==> src/rtl/ps2_host_tx.sv <==
// ps2_host_tx
// PS/2 host-to-device transmitter. Sends one command byte to the mouse over the
// open-drain clk/data pair. The device generates the PS/2 clock, and this block
// runs entirely on the system clock.
//
// Ports
//   i_clk          system clock, all logic on posedge
//   rst_n          asynchronous active-low reset (releases both lines at once)
//   i_ps2_clk      PS/2 clock line as seen on the pin (asynchronous)
//   i_ps2_data     PS/2 data line as seen on the pin (asynchronous)
//   o_ps2_clk_oe   1 = pull clk line low, 0 = release
//   o_ps2_data_oe  1 = pull data line low, 0 = release
//   i_valid        send request, accepted when i_valid & o_ready
//   i_byte         command byte, latched on acceptance
//   o_ready        high only while idle
//   o_busy         high from acceptance until back in idle (receiver ignores the lines)
//   o_done         1-cycle pulse: frame sent and device ACK seen
//   o_err          1-cycle pulse: missing ACK (or timeout when enabled)
//
// Optional feature: define PS2_TX_TIMEOUT_EN to add a watchdog that starts at
// request-to-send and aborts the transfer after TIMEOUT_CYCLES system clocks.
// Without it the FSM waits for device clocks indefinitely.

module ps2_host_tx #(
    parameter int unsigned SYNC_STAGES    = 2,
    parameter int unsigned INHIBIT_CYCLES = 5000
`ifdef PS2_TX_TIMEOUT_EN
   ,parameter int unsigned TIMEOUT_CYCLES = 750000
`endif
) (
    input  logic       i_clk,
    input  logic       rst_n,
    input  logic       i_ps2_clk,
    input  logic       i_ps2_data,
    output logic       o_ps2_clk_oe,
    output logic       o_ps2_data_oe,
    input  logic       i_valid,
    input  logic [7:0] i_byte,
    output logic       o_ready,
    output logic       o_busy,
    output logic       o_done,
    output logic       o_err
);

    localparam int unsigned INH_W = $clog2(INHIBIT_CYCLES + 1);
    localparam logic [INH_W-1:0] INH_LAST = INH_W'(INHIBIT_CYCLES - 1);

`ifdef PS2_TX_TIMEOUT_EN
    localparam int unsigned TMO_W = $clog2(TIMEOUT_CYCLES + 1);
    localparam logic [TMO_W-1:0] TMO_LAST = TMO_W'(TIMEOUT_CYCLES - 1);
`endif

    typedef enum logic [2:0] {
        S_IDLE,
        S_INHIBIT,
        S_RTS,
        S_SHIFT,
        S_WAIT_IDLE,
        S_REPORT
    } state_t;

    state_t                 state;
    logic [SYNC_STAGES-1:0] clk_sync;
    logic [SYNC_STAGES-1:0] data_sync;
    logic                   clk_prev;
    logic                   clk_s;
    logic                   data_s;
    logic                   fall;
    logic [8:0]             shreg;      // {parity, byte}, shifted out LSB first
    logic [3:0]             bitcnt;     // device clock falls seen so far (0..10)
    logic [INH_W-1:0]       inh_cnt;
    logic                   ack_err;
`ifdef PS2_TX_TIMEOUT_EN
    logic [TMO_W-1:0]       tmo_cnt;
`endif

    assign clk_s  = clk_sync[SYNC_STAGES-1];
    assign data_s = data_sync[SYNC_STAGES-1];
    assign fall   = clk_prev & ~clk_s;

    // Input synchronizers; idle lines are high, so reset to 1 to avoid a
    // spurious falling edge right after reset.
    always_ff @(posedge i_clk or negedge rst_n) begin
        if (!rst_n) begin
            clk_sync  <= '1;
            data_sync <= '1;
            clk_prev  <= 1'b1;
        end else begin
            clk_sync  <= {clk_sync[SYNC_STAGES-2:0], i_ps2_clk};
            data_sync <= {data_sync[SYNC_STAGES-2:0], i_ps2_data};
            clk_prev  <= clk_s;
        end
    end

    always_ff @(posedge i_clk or negedge rst_n) begin
        if (!rst_n) begin
            state         <= S_IDLE;
            o_ps2_clk_oe  <= 1'b0;
            o_ps2_data_oe <= 1'b0;
            o_ready       <= 1'b1;
            o_busy        <= 1'b0;
            o_done        <= 1'b0;
            o_err         <= 1'b0;
            shreg         <= '0;
            bitcnt        <= '0;
            inh_cnt       <= '0;
            ack_err       <= 1'b0;
`ifdef PS2_TX_TIMEOUT_EN
            tmo_cnt       <= '0;
`endif
        end else begin
            o_done <= 1'b0;
            o_err  <= 1'b0;

            case (state)
                S_IDLE: begin
                    if (i_valid && o_ready) begin
                        shreg        <= {~^i_byte, i_byte};
                        bitcnt       <= '0;
                        inh_cnt      <= '0;
                        ack_err      <= 1'b0;
                        o_ps2_clk_oe <= 1'b1;
                        o_ready      <= 1'b0;
                        o_busy       <= 1'b1;
                        state        <= S_INHIBIT;
                    end
                end

                S_INHIBIT: begin
                    if (inh_cnt == INH_LAST) begin
                        o_ps2_data_oe <= 1'b1;      // start bit while clk still held
                        state         <= S_RTS;
`ifdef PS2_TX_TIMEOUT_EN
                        tmo_cnt       <= '0;
`endif
                    end else begin
                        inh_cnt <= inh_cnt + 1'b1;
                    end
                end

                // Release clk one cycle after asserting data so the two
                // open-drain outputs never move together.
                S_RTS: begin
                    o_ps2_clk_oe <= 1'b0;
                    state        <= S_SHIFT;
                end

                S_SHIFT: begin
                    if (fall) begin
                        if (bitcnt == 4'd10) begin
                            // Eleventh fall: device ACK is data pulled low.
                            ack_err <= data_s;
                            state   <= S_WAIT_IDLE;
                        end else begin
                            bitcnt <= bitcnt + 1'b1;
                            if (bitcnt <= 4'd8) begin
                                o_ps2_data_oe <= ~shreg[0];
                                shreg         <= {1'b0, shreg[8:1]};
                            end else begin
                                o_ps2_data_oe <= 1'b0;  // stop bit
                            end
                        end
                    end
                end

                S_WAIT_IDLE: begin
                    if (clk_s && data_s) begin
                        o_done <= ~ack_err;
                        o_err  <= ack_err;
                        state  <= S_REPORT;
                    end
                end

                // Pulse cycle; ready comes back on the following cycle.
                S_REPORT: begin
                    o_ready <= 1'b1;
                    o_busy  <= 1'b0;
                    state   <= S_IDLE;
                end

                default: state <= S_IDLE;
            endcase

`ifdef PS2_TX_TIMEOUT_EN
            // Placed after the case so an expiring watchdog overrides any
            // same-cycle clock fall or completion.
            if (state inside {S_RTS, S_SHIFT, S_WAIT_IDLE}) begin
                if (tmo_cnt == TMO_LAST) begin
                    o_ps2_clk_oe  <= 1'b0;
                    o_ps2_data_oe <= 1'b0;
                    o_done        <= 1'b0;
                    o_err         <= 1'b1;
                    state         <= S_REPORT;
                end else begin
                    tmo_cnt <= tmo_cnt + 1'b1;
                end
            end
`endif
        end
    end

endmodule

==> config.mk <==
export PLATFORM = sky130hd
export DESIGN_NAME = ps2_host_tx
export DESIGN_NICKNAME = d
export VERILOG_FILES = /design/src/rtl/ps2_host_tx.sv
export SDC_FILE = /design/constraint.sdc
export NUM_CORES = 1
export LEC_CHECK = 0
export BUFFER_PORTS_ARGS = -buffer_cell sky130_fd_sc_hd__buf_2
export CAP_MARGIN = 20
export CORE_MARGIN = 3
export CORE_UTILIZATION = 31
export DETAILED_ROUTE_END_ITERATION = 16
export SLEW_MARGIN = 20
export SYNTH_ARGS = -nofsm -noshare
export SYNTH_HDL_FRONTEND = slang
export SYNTH_SLANG_ARGS = --single-unit
export TNS_END_PERCENT = 50
==> constraint.sdc <==
create_clock -name i_clk -period 2.4 [get_ports i_clk]
set_input_delay 0.12 -clock i_clk [delete_from_list [all_inputs] [get_ports i_clk]]
set_output_delay 0.12 -clock i_clk [all_outputs]
set_load 0.05 [all_outputs]
# Word-level counts from Yosys, hierarchy flattened
# Cells that the tools add are included.
word_totals:
  elab_cells: 88
  reg_bits: 41
  mem_bits_ro: 0
  latchBits: 0
  out_inout_bits: 6
  mem_count: 0
  mem_bits_rw: 0
  in_bits: 13
classes:
  n_div: 0
  n_reduce_logical: 17
  n_addsub: 2
  n_eq_ne: 15
  bitwise_logic: 4
  mux: 35
  shift: 0
  n_lt_le_gt_ge: 1
  n_mul: 0
op_table:
  columns: ["operator", "count"]
  rows:
  - ["$mux W9", 4]
  - ["$mux W13", 2]
  - ["$pmux W13 S2", 1]
  - ["$pmux W9 S2", 1]
  - ["$ne A2 B2 Y1 const B", 8]
  - ["$mux W3", 5]
  - ["$pmux W3 S5", 1]
  - ["$add A13 B1 Y13 const B", 1]
  - ["$eq A13 B13 Y1 const B", 1]
  - ["$mux W1", 12]
  - ["$mux W4", 3]
  - ["$reduce_and A4 Y1", 3]
  - ["$pmux W1 S2", 5]
  - ["$reduce_and A5 Y1", 2]
  - ["$reduce_bool A2 Y1", 5]
  - ["$pmux W4 S2", 1]
  - ["$reduce_xnor A8 Y1", 1]
  - ["$eq A3 B2 Y1 const B", 2]
  - ["$eq A3 B3 Y1 const B", 2]
  - ["$add A4 B1 Y4 const B", 1]
  - ["$eq A4 B4 Y1 const B", 1]
  - ["$le A4 B4 Y1 const B", 1]
  - ["$reduce_and A2 Y1", 2]
  - ["$eq A3 B1 Y1 const B", 1]
  - ["other kinds (5)", 8]

# Longest topological paths before layout
depth:
  depth_word: 5
  mapped_depth: 6
  mapped_depth_nobuf: 6

# Worst setup path after synthesis
# OpenSTA, ideal clock, no wires.
synth_path:
  path_type: "register to register"
  startpoint: "register o_ready"
  endpoint: "register shreg[0]"
  arrival_ps: 1757
  setup_time_ps: 125
  n_path_buf: 0
  stages_incl_launch_ff: 5
  path_slack_ps: 518
  synth_period_minus_slack_ps: 1882
  required_ps: 2275
  path_cell_list: "dfstp_2 nand3b_1 nor3_2 a31oi_2 mux2_2"
synth_between:
  elab_chain_len: 3
synth_rtl:
  columns: ["element", "line_no", "rtl"]
  rows:
  - ["from (decl)", "39", "output logic o_ready,"]
  - ["from (signal assigned)", "100", "o_ready <= 1'b1;"]
  - ["from (signal assigned)", "123", "o_ready <= 1'b0;"]
  - ["from (signal assigned)", "176", "o_ready <= 1'b1;"]
  - ["$logic_and A1 B1 Y1", "117", "if (i_valid && o_ready) begin"]
  - ["$ne A2 B2 Y1 (no line)", null, null]
  - ["$reduce_and A5 Y1 (no line)", null, null]
  - ["to (signal assigned)", "118", "shreg <= {~^i_byte, i_byte};"]
  - ["to (signal assigned)", "158", "shreg <= {1'b0, shreg[8:1]};"]
  - ["to (decl)", "69", "logic [8:0] shreg;"]
# No other way between the ends.
# A chain may end at the register's enable or synchronous reset.

# Worst setup path after layout
layout_path:
  startpoint: "register state[1]"
  endpoint: "register state[2]"
layout_between:
  elab_chain_len: 3
  elab_cells_between_ends: 12
  classes_between: "eq/ne (9); mux (1); reduce/logical (2)"
layout_rtl:
  columns: ["element", "line_no", "rtl"]
  rows:
  - ["from (decl)", "62", "state_t state;"]
  - ["from (signal assigned)", "97", "state <= S_IDLE;"]
  - ["from (signal assigned)", "125", "state <= S_INHIBIT;"]
  - ["from (signal assigned)", "132", "state <= S_RTS;"]
  - ["$eq A3 B3 Y1 (tied with other cells)", "115", "case (state)"]
  - ["$ne A2 B2 Y1 (no line)", null, null]
  - ["$reduce_and A5 Y1 (no line)", null, null]
# Parallel ways exist; a longest one is shown, timed or not.

==> reports/metrics.yaml <==
status: "finished, final reports clean"
hp-class: "input port to register"
synth.area.top_cells: "dfrtp_1 41%, nand2_1 8.3%, dfstp_2 7.4%"
nets: 260
die_h_um: 88.93
grt-ovfl-total: 0
synth_top_area_share_pct: 41.08
grt_pass1_vias: 1595
die_area_um2: 7909
ys_seq_elements: 41
fin_crit_ns: 2.000
slew-limit-headroom_pct: 39.44
slowest_stage: "or3b_1"
layout_setup_ws_ns: 0.3995
cellLeakagePower_uw: 0.001135
syn_inst: 220
finalSetupViolCount: 0
port_buffers: 18
start_util_pct: 32.83
antenna_found_initial: 0
drt.antenna.violating_nets: 0
ys_top_cells_by_count: "47 x nand2_1, 35 x dfrtp_1, 12 x o21ai_0"
whs_path_depth: 4
pin_count: 19
synth_seq_area_share_pct: 48.47
r2r_slack_ns: 0.40
hold_viol: 0
drc_errors: 0
grt_max_degree: 42
tightest_slew_ns: 0.9084
cp_top_family: "compound AO/OA/AOI/OAI gates"
crit_type: "register to register"
cts.path.max_buffers: 2
rows: 29
synth_flop_cell: "dfrtp_1"
first_pass_iters: 4
wl_um: 4131
crit_path_cell_trace: "or3b_1 > a31oi_2 > nor2_2 > a32o_1"
synth_edf_count: 0
reg2reg_depth: 4
r2r-end: "state[2]"
cp_max_fo: 14
clock_skew_ns: 0.009729
rsz0062_at_grt: "no"
cts_sinks: 41
yosysTopAreaCell: "dfrtp_1"
power.total_uw: 1212
cap_violations: 0
ys_types: 43
clock.fmax_ghz: 0.4999
synthArstFlopShare_pct: 100.0
via_count: 1616
cts_resized: 0
ctsHoldBuffers: 3
period_share_pct: 83.35
reg2reg_from: "state[1]"
syn_nets: 237
pre_cts_slack_ns: 0.4118
via_per_inst: 5.034
tritoncts: "built"
hp-start: "i_byte[3]"
slowest_delay_ns: 0.55
htreeDepth: 2
grt.total_usage_pct: 11.67
power.density_nw_per_um2: 499.1
fill_cells: 638
holdWs_ns: 0.1725
numCtsBuffers: 5
root_buffer: "clkbuf_8"
peakVddDrop_mv: 0.3154
postCtsSetupBuffers: 0
wl_per_cell_um: 12.87
area_growth_pct: 13.91
arrival_ns: 2.18
synth_area_um2: 2132
cp-start-kind: "register"
grt_first_pass_wirelength_um: 7265
cp.required_ns: 2.58
synthMostInstantiatedCell: "nand2_1"
insertion_delay_ns: 0.30
holdPathEnd: "shreg[3]"
floorplan.core_area_um2: 6495
endpoint_kind: "register"
drive_gt1_share_pct: 20.49
finalWeightedCongestion: 0.8297
n_antenna_cell: 0
drtIter0Drc: 111
setup-tns-final_ns: 0
critPathBufInv: 0
die_w_um: 88.93
synth_warnings: 0
hpwl_um: 2933
clk_pin_slew_worst_paths_ns: 0.08
postSynthAreaPerCell_um2: 9.691
slew_viol_final: 0
[power breakdown]
group	total (uW)	internal (uW)	leakage [uW]	switching, uW
combinational	61.2	28.0	0.000586	33.2
sequential	699	698	0.000506	1.57
clock	452	201	0.0000439	251
total	1210	927	0.00114	285
[cells by family after synthesis]
family                     after synthesis  share of synthesized area (%)
DFF                                     41                          48.47
AOI/OAI and AO/OA                       34                          10.62
adders and majority gates                4                          2.348
xor gates and xnor gates                10                          4.108
muxes                                   13                          6.573
buffers and inverters                   16                          2.935
and+or+nand+nor                        102                          24.94
[cell usage in the layout (no fill, tap or decap), drive strengths merged, types with 2 or more instances in the layout]
cell	count
xor2	2
inv	7
a32oi	2
and3	2
mux2	8
nor4	2
and4	4
o211ai	2
and2	3
or4	2
a21oi	7
or3b	2
buf	22
ha	4
o21ai	12
nand2	47
xnor2	8
dlygate4sd3	3
nand2b	4
clkbuf	5
dfstp	6
o32a	2
a31oi	5
mux2i	5
or3	3
nor3	3
nand3b	3
clkinv	2
nand3	9
nand4	2
nor2	11
dfrtp	35
[how the worst max path moves through the flow]
stage | startpoint | to | slack [ns] | cells after the start
finish | state[1] | state[2] | 0.40 | 4
global route | state[1] | state[2] | 0.29 | 4
CTS | state[2] | state[2] | 0.40 | 4
detailed placement | state[1] | state[2] | 0.41 | 4
global placement | state[1] | state[2] | 0.45 | 4
floorplan | o_ready | shreg[0] | 0.52 | 4
[metal layers]
metal / vias to the layer above / part of all wire, % / track usage, %
li1: 819 / - / -
met1: 763 / 49 / 15.35
met2: 28 / 46 / 18.96
met3: 6 / 3.6 / 2.857
met4: 0 / 1.3 / 3.789
met5: - / 0 / 0
[per-stage QoR]
| stage | cells | utilization, % | area, um^2 |
|---|---|---|---|
| after floorplan | 220 | - | 2132 |
| after global placement | 310 | 35.60 | 2312 |
| after detailed placement | 310 | 35.60 | 2312 |
| after CTS | 321 | 37.39 | 2429 |
| after global routing | 321 | 37.39 | 2429 |
| final | 321 | 37.39 | 2429 |
[flip-flops by register name, summed over array words and instances, names as in the netlist, 2 cells and up]
| name | flops |
|---|---|
| bitcnt | 4 |
| clk_sync | 2 |
| data_sync | 2 |
| inh_cnt | 13 |
| shreg | 9 |
| state | 3 |
[cell type report]
class                      instances  area [um^2]  area share (%)
multi-input combinational        163         1036           42.66
sequential                        41         1033           42.56
timing repair buffer              25        150.1           6.182
tap                               77        96.34           3.967
clock buffer                       5        68.82           2.834
inverter                           7        26.28           1.082
clock inverter                     3        17.52          0.7213
[worst register-to-register path: cells and delay by family (launching register included)]
kind	cells	cell delay, ns
AND/OR/NAND/NOR	2	0.66
AO/OA/AOI/OAI	2	0.71
flip-flops	1	0.52
No activity file was read; power rests on OpenSTA's default activity.
